==> config.mk <==
export PLATFORM = sky130hd
export DESIGN_NAME = instr_fetch_queue
export DESIGN_NICKNAME = d
export VERILOG_FILES = /design/src/rtl/instr_fetch_queue_pkg.sv /design/src/rtl/fetch_fifo.sv /design/src/rtl/instr_fetch_queue.sv
export SDC_FILE = /design/constraint.sdc
export NUM_CORES = 1
export LEC_CHECK = 0
export ABC_AREA = 0
export CAP_MARGIN = 20
export CORE_ASPECT_RATIO = 1.2
export CORE_MARGIN = 2
export CORE_UTILIZATION = 59
export CTS_BUF_LIST = sky130_fd_sc_hd__clkbuf_16
export CTS_CLUSTER_DIAMETER = 80
export DETAILED_ROUTE_END_ITERATION = 10
export GPL_ROUTABILITY_DRIVEN = 1
export PLACE_DENSITY = 0.88
export SYNTH_ARGS = -nofsm -noshare
export SYNTH_HDL_FRONTEND = slang
export SYNTH_SLANG_ARGS = --single-unit
==> constraint.sdc <==
create_clock -name clk -period 5.24 [get_ports clk]
set_input_delay 0.524 -clock clk [delete_from_list [all_inputs] [get_ports clk]]
set_output_delay 0.524 -clock clk [all_outputs]
set_load 0.02 [all_outputs]
==> src/rtl/instr_fetch_queue_pkg.sv <==
// Shared processor constants and the fetch-queue entry layout.
package instr_fetch_queue_pkg;
  localparam int PC_W    = 12;
  localparam int INSTR_W = 32;
  localparam logic [INSTR_W-1:0] NOP = 32'h0000_0013;

  typedef struct packed {
    logic [PC_W-1:0]    pc;
    logic [INSTR_W-1:0] instr;
  } fetch_entry_t;

  // Sequential fetch step; the 12-bit add wraps FFC -> 000 on its own.
  function automatic logic [PC_W-1:0] next_pc(input logic [PC_W-1:0] pc);
    return pc + PC_W'(4);
  endfunction
endpackage

==> src/rtl/fetch_fifo.sv <==
// First-word-fall-through FIFO with synchronous flush and occupancy count.
module fetch_fifo #(
  parameter int DEPTH = 4,
  parameter int W     = 44,
  localparam int AW   = $clog2(DEPTH),
  localparam int CW   = $clog2(DEPTH+1)
) (
  input  logic          clk,
  input  logic          rst,
  input  logic          flush,
  input  logic          push,
  input  logic [W-1:0]  wdata,
  input  logic          pop,
  output logic [W-1:0]  rdata,
  output logic [CW-1:0] count
);
  logic [W-1:0]  mem [DEPTH];
  logic [AW-1:0] wr_ptr, rd_ptr;

  // DEPTH is a power of two, so the pointers wrap naturally.
  always_ff @(posedge clk) begin
    if (rst || flush) begin
      wr_ptr <= '0;
      rd_ptr <= '0;
      count  <= '0;
    end else begin
      if (push) wr_ptr <= wr_ptr + AW'(1);
      if (pop)  rd_ptr <= rd_ptr + AW'(1);
      count <= count + CW'(push) - CW'(pop);
    end
  end

  always_ff @(posedge clk) begin
    if (push && !flush) mem[wr_ptr] <= wdata;
  end

  assign rdata = mem[rd_ptr];
endmodule

==> src/rtl/instr_fetch_queue.sv <==
// Instruction fetch front end: issues in-order imem requests, queues returned
// words with their PCs, and discards stale responses after a redirect.
module instr_fetch_queue
  import instr_fetch_queue_pkg::*;
#(
  parameter int              DEPTH    = 4,
  parameter int              MAX_OUT  = 2,
  parameter logic [PC_W-1:0] RESET_PC = 12'h000
) (
  input  logic               clk,
  input  logic               rst,
  output logic               imem_req_valid,
  input  logic               imem_req_ready,
  output logic [PC_W-1:0]    imem_addr,
  input  logic               imem_resp_valid,
  input  logic [INSTR_W-1:0] imem_resp_data,
  input  logic               redirect_valid,
  input  logic [PC_W-1:0]    redirect_pc,
  input  logic               fdwrite,
  output logic               fetch_valid,
  output logic [INSTR_W-1:0] instr_out,
  output logic [PC_W-1:0]    pc_out
);
  localparam int OW = $clog2(MAX_OUT+1);
  localparam int CW = $clog2(DEPTH+1);
  localparam int SW = CW + 1;

  logic [PC_W-1:0] fetch_pc, resp_pc;
  logic [OW-1:0]   outstanding, drop_cnt;
  logic [CW-1:0]   occ;
  logic            req_fire, accept, pop;
  fetch_entry_t    head, wentry;

  // Reserving queue space per in-flight request is what keeps the FIFO from overflowing.
  assign imem_req_valid = ~rst & ~redirect_valid &
                          ((SW'(occ) + SW'(outstanding)) < SW'(DEPTH)) &
                          (outstanding < OW'(MAX_OUT));
  assign imem_addr = fetch_pc;
  assign req_fire  = imem_req_valid & imem_req_ready;
  assign accept    = imem_resp_valid & (drop_cnt == '0) & ~redirect_valid;
  assign pop       = fetch_valid & fdwrite & ~redirect_valid;

  always_ff @(posedge clk) begin
    if (rst) begin
      fetch_pc    <= RESET_PC;
      resp_pc     <= RESET_PC;
      outstanding <= '0;
      drop_cnt    <= '0;
    end else begin
      case ({req_fire, imem_resp_valid})
        2'b10:   outstanding <= outstanding + OW'(1);
        2'b01:   outstanding <= outstanding - OW'(1);
        default: outstanding <= outstanding;
      endcase
      if (redirect_valid) begin
        fetch_pc <= redirect_pc;
        resp_pc  <= redirect_pc;
        drop_cnt <= outstanding - OW'(imem_resp_valid);
      end else begin
        if (req_fire) fetch_pc <= next_pc(fetch_pc);
        if (accept)   resp_pc  <= next_pc(resp_pc);
        if (imem_resp_valid && drop_cnt != '0) drop_cnt <= drop_cnt - OW'(1);
      end
    end
  end

  assign wentry.pc    = resp_pc;
  assign wentry.instr = imem_resp_data;

  fetch_fifo #(.DEPTH(DEPTH), .W($bits(fetch_entry_t))) u_fifo (
    .clk   (clk),
    .rst   (rst),
    .flush (redirect_valid),
    .push  (accept),
    .wdata (wentry),
    .pop   (pop),
    .rdata (head),
    .count (occ)
  );

  assign fetch_valid = ~rst & (occ != '0);
  assign instr_out   = fetch_valid ? head.instr : NOP;
  assign pc_out      = fetch_valid ? head.pc    : '0;
endmodule
==> impl_metrics.toml <==
[layout]
finalNetCount = 671
area_delta_synth_final_pct = 22.6
post-route-util = 0.733
fin_cells = 797
fillers = 834
n_antenna_cell = 0
drive_above_1_share = 0.148

[timing]
hold_viol = 0
period_share = 0.717
slew_headroom = 0.372
period_needed_ns = 3.76
setup_tns_ns = 0
grt_setup_unrepaired = "false"
timing.hold.ws_ns = 0.480
maxSlewViolCount = 0
setup_viol = 0
fmax_mhz = 266
fin_skew_ns = 0.00874
worst_pin_slew_ns = 0.942

[floorplan]
ios = 108
core_area_mm2 = 0.0143
rows = 48
dieArea_mm2 = 0.0155
die_h_um = 136
start_util = 0.598
die_w_um = 114

[global_route]
globalRouteOverflowTotal = 0
grt_max_degree = 46
grt-busiest-layer = "met2"
grt_pass1_wl_um = 26000
groute.usage.overall = 0.221
use_met1 = 0.281
met3_usage = 0.0321
antenna_found_initial = 0
grt_use_met2 = 0.400
grt_pass1_vias = 4850

[cts]
clock_tree.root_cell = "clkbuf_16"
cts_made_buffers = 20
cts-htree-levels = 1
insertion_delay_ns = 0.49
clk_path_buf_depth = 3
clk_pin_slew_ns = 0.06
post_cts_buffers = 0
cts_sinks = 213
cts_resized = 0
holdBufCountCts = 0
cts_tree = "built"

[hold_path]
hold_start = "imem_addr[1]$_SDFFE_PP0P_"
hold_depth = 2
hold_path_class = "flip-flop to flip-flop"
hold_end = "imem_addr[1]$_SDFFE_PP0P_"

[worst_setup_path]
r2r_setup_slack_ns = 2.72
path_class = "input port to output port"
r2r_start = "drop_cnt[0]$_SDFFE_PP0P_"
timing.rr.end = "u_fifo.mem[1][29]$_DFFE_PP_"
required_ns = 4.72
path_cells = "clkdlybuf4s50_1, nand2b_2, or2_2, clkdlybuf4s50_1"
path_delay_family = "buffers and inverters"
cp-end-kind = "output port"
cp_slowest_cell = "nand2b_2"
reg2reg_depth = 6
start_kind = "input port"
cp_slowest_stage_delay_ns = 0.83
arrival_ns = 3.23
critPathBufInv = 2
path_max_fanout = 45
crit_top_cell = "clkdlybuf4s50_1"

[synth]
synth.distinct_cells = 35
ys_seq_area_frac = 0.705
synth-async-reset-ratio = 0
ys_ff_latch = 213
synth_area_per_cell_um2 = 17.3
syn_nets = 558
syn_inst = 495
netlist_area_mm2 = 0.00855
synth-main-ff-cell = "edfxtp_1"
ys_warn_count = 0
synth-edff-count = 176

[placed_design]
port_buffers = 107
post-dp-hpwl_um = 10200
dp.cells = 761
gp_congestion = 0.823

[run_status]
outcome = "completed"

[power]
p_total_uw = 3580
leakage_uw = 0.00347
peakVddDrop_v = 0.000192
p_per_area_mw_per_mm2 = 342

[drt]
wl_per_cell_um = 20.9
num_vias = 4719
routed_wl_um = 16600
drc = 0
antenna_left = 0
drt-vias-per-instance = 5.92
dr.pass1.iters = 5
drt-initial-drc-count = 324

[job]
drv_cap = 0
==> layer usage <==
metal / part of all wire / vias up / wire length, um
met3: 0.056 / 32 / 926
met5: 0 / - / 0
li1: - / 2121 / -
met2: 0.53 / 179 / 8790
met4: 0.022 / 0 / 370
met1: 0.39 / 2387 / 6530
==> cell usage after synthesis, drive strengths merged (8+ instances only) <==
cell type	n	area share
a21oi	16	0.0094
clkbuf	15	0.0066
dfxtp	37	0.087
edfxtp	176	0.62
ha	12	0.018
inv	20	0.0088
mux4	44	0.12
nand2	12	0.0053
nand3	8	0.0061
nor2	13	0.0060
nor2b	41	0.030
o21a	17	0.015
xnor2	18	0.018
==> power breakdown <==
group          switching, uW  total (uW)  internal (uW)
combinational            109         226            117
clock                    575        1440            869
sequential              34.7        1910           1880
total                    718        3580           2860
==> sequential cells by signal, summed over array words and instances (netlist names), named ones only <==
register	cells
u_fifo.mem	176
imem_addr	12
resp_pc	12
u_fifo.count	3
drop_cnt	2
outstanding	2
u_fifo.rd_ptr	2
u_fifo.wr_ptr	2
==> cell families after synthesis <==
| kind of cell | Yosys count | synth area share |
|---|---|---|
| AOI/OAI and AO/OA | 44 | 0.0348 |
| adders and majority gates | 13 | 0.0199 |
| buffers and inverters | 42 | 0.0192 |
| DFF | 213 | 0.705 |
| and+or+nand+nor | 115 | 0.0802 |
| muxes | 45 | 0.117 |
| xor gates and xnor gates | 23 | 0.0236 |
==> worst register-to-register path, delay by kind of cell (launching register included) <==
family | cells | cell delay, ns
fa+ha+maj | 1 | 0.23
buf+inv | 2 | 0.50
flops | 1 | 0.32
simple gates | 3 | 1.16
==> area by class of cell <==
cell class / count / area, um^2 / share of cell area
sequential: 213 / 6030 / 0.575
multi-input combinational: 240 / 2360 / 0.226
timing repair buffer: 113 / 1130 / 0.108
clock buffer: 21 / 526 / 0.0501
tap: 175 / 219 / 0.0209
clock inverter: 15 / 138 / 0.0131
inverter: 20 / 75.1 / 0.00716
==> layout by cell type, fill, tap and decap left out, types with 16 or more instances in the layout <==
| cell type | n |
|---|---|
| edfxtp_1 | 176 |
| o21a_1 | 17 |
| inv_1 | 29 |
| a21oi_1 | 16 |
| dfxtp_1 | 35 |
| clkbuf_16 | 21 |
| clkdlybuf4s50_1 | 107 |
| mux4_2 | 44 |
| nor2b_1 | 41 |
| xnor2_1 | 18 |
==> how the worst max path moves through the flow <==
stage / from / to / cells after the start
5_1_grt: rst / pc_out[8] / 4
3_3_place_gp: rst / pc_out[11] / 4
2_1_floorplan: redirect_valid / u_fifo.mem[0][0]$_DFFE_PP_ / 4
6_report: rst / instr_out[1] / 4
3_5_place_dp: rst / instr_out[1] / 4
4_1_cts: rst / instr_out[1] / 4
==> per-stage QoR <==
| step | worst slack, ns | instance area [um^2] |
|---|---|---|
| 2_1_floorplan | 2.68 | 8550 |
| 3_3_place_gp | 1.49 | 9800 |
| 3_5_place_dp | 1.48 | 9820 |
| 4_1_cts | 1.49 | 10500 |
| 5_1_grt | 1.33 | 10500 |
| 6_report | 1.48 | 10500 |
No activity file was read; power rests on OpenSTA's default activity.
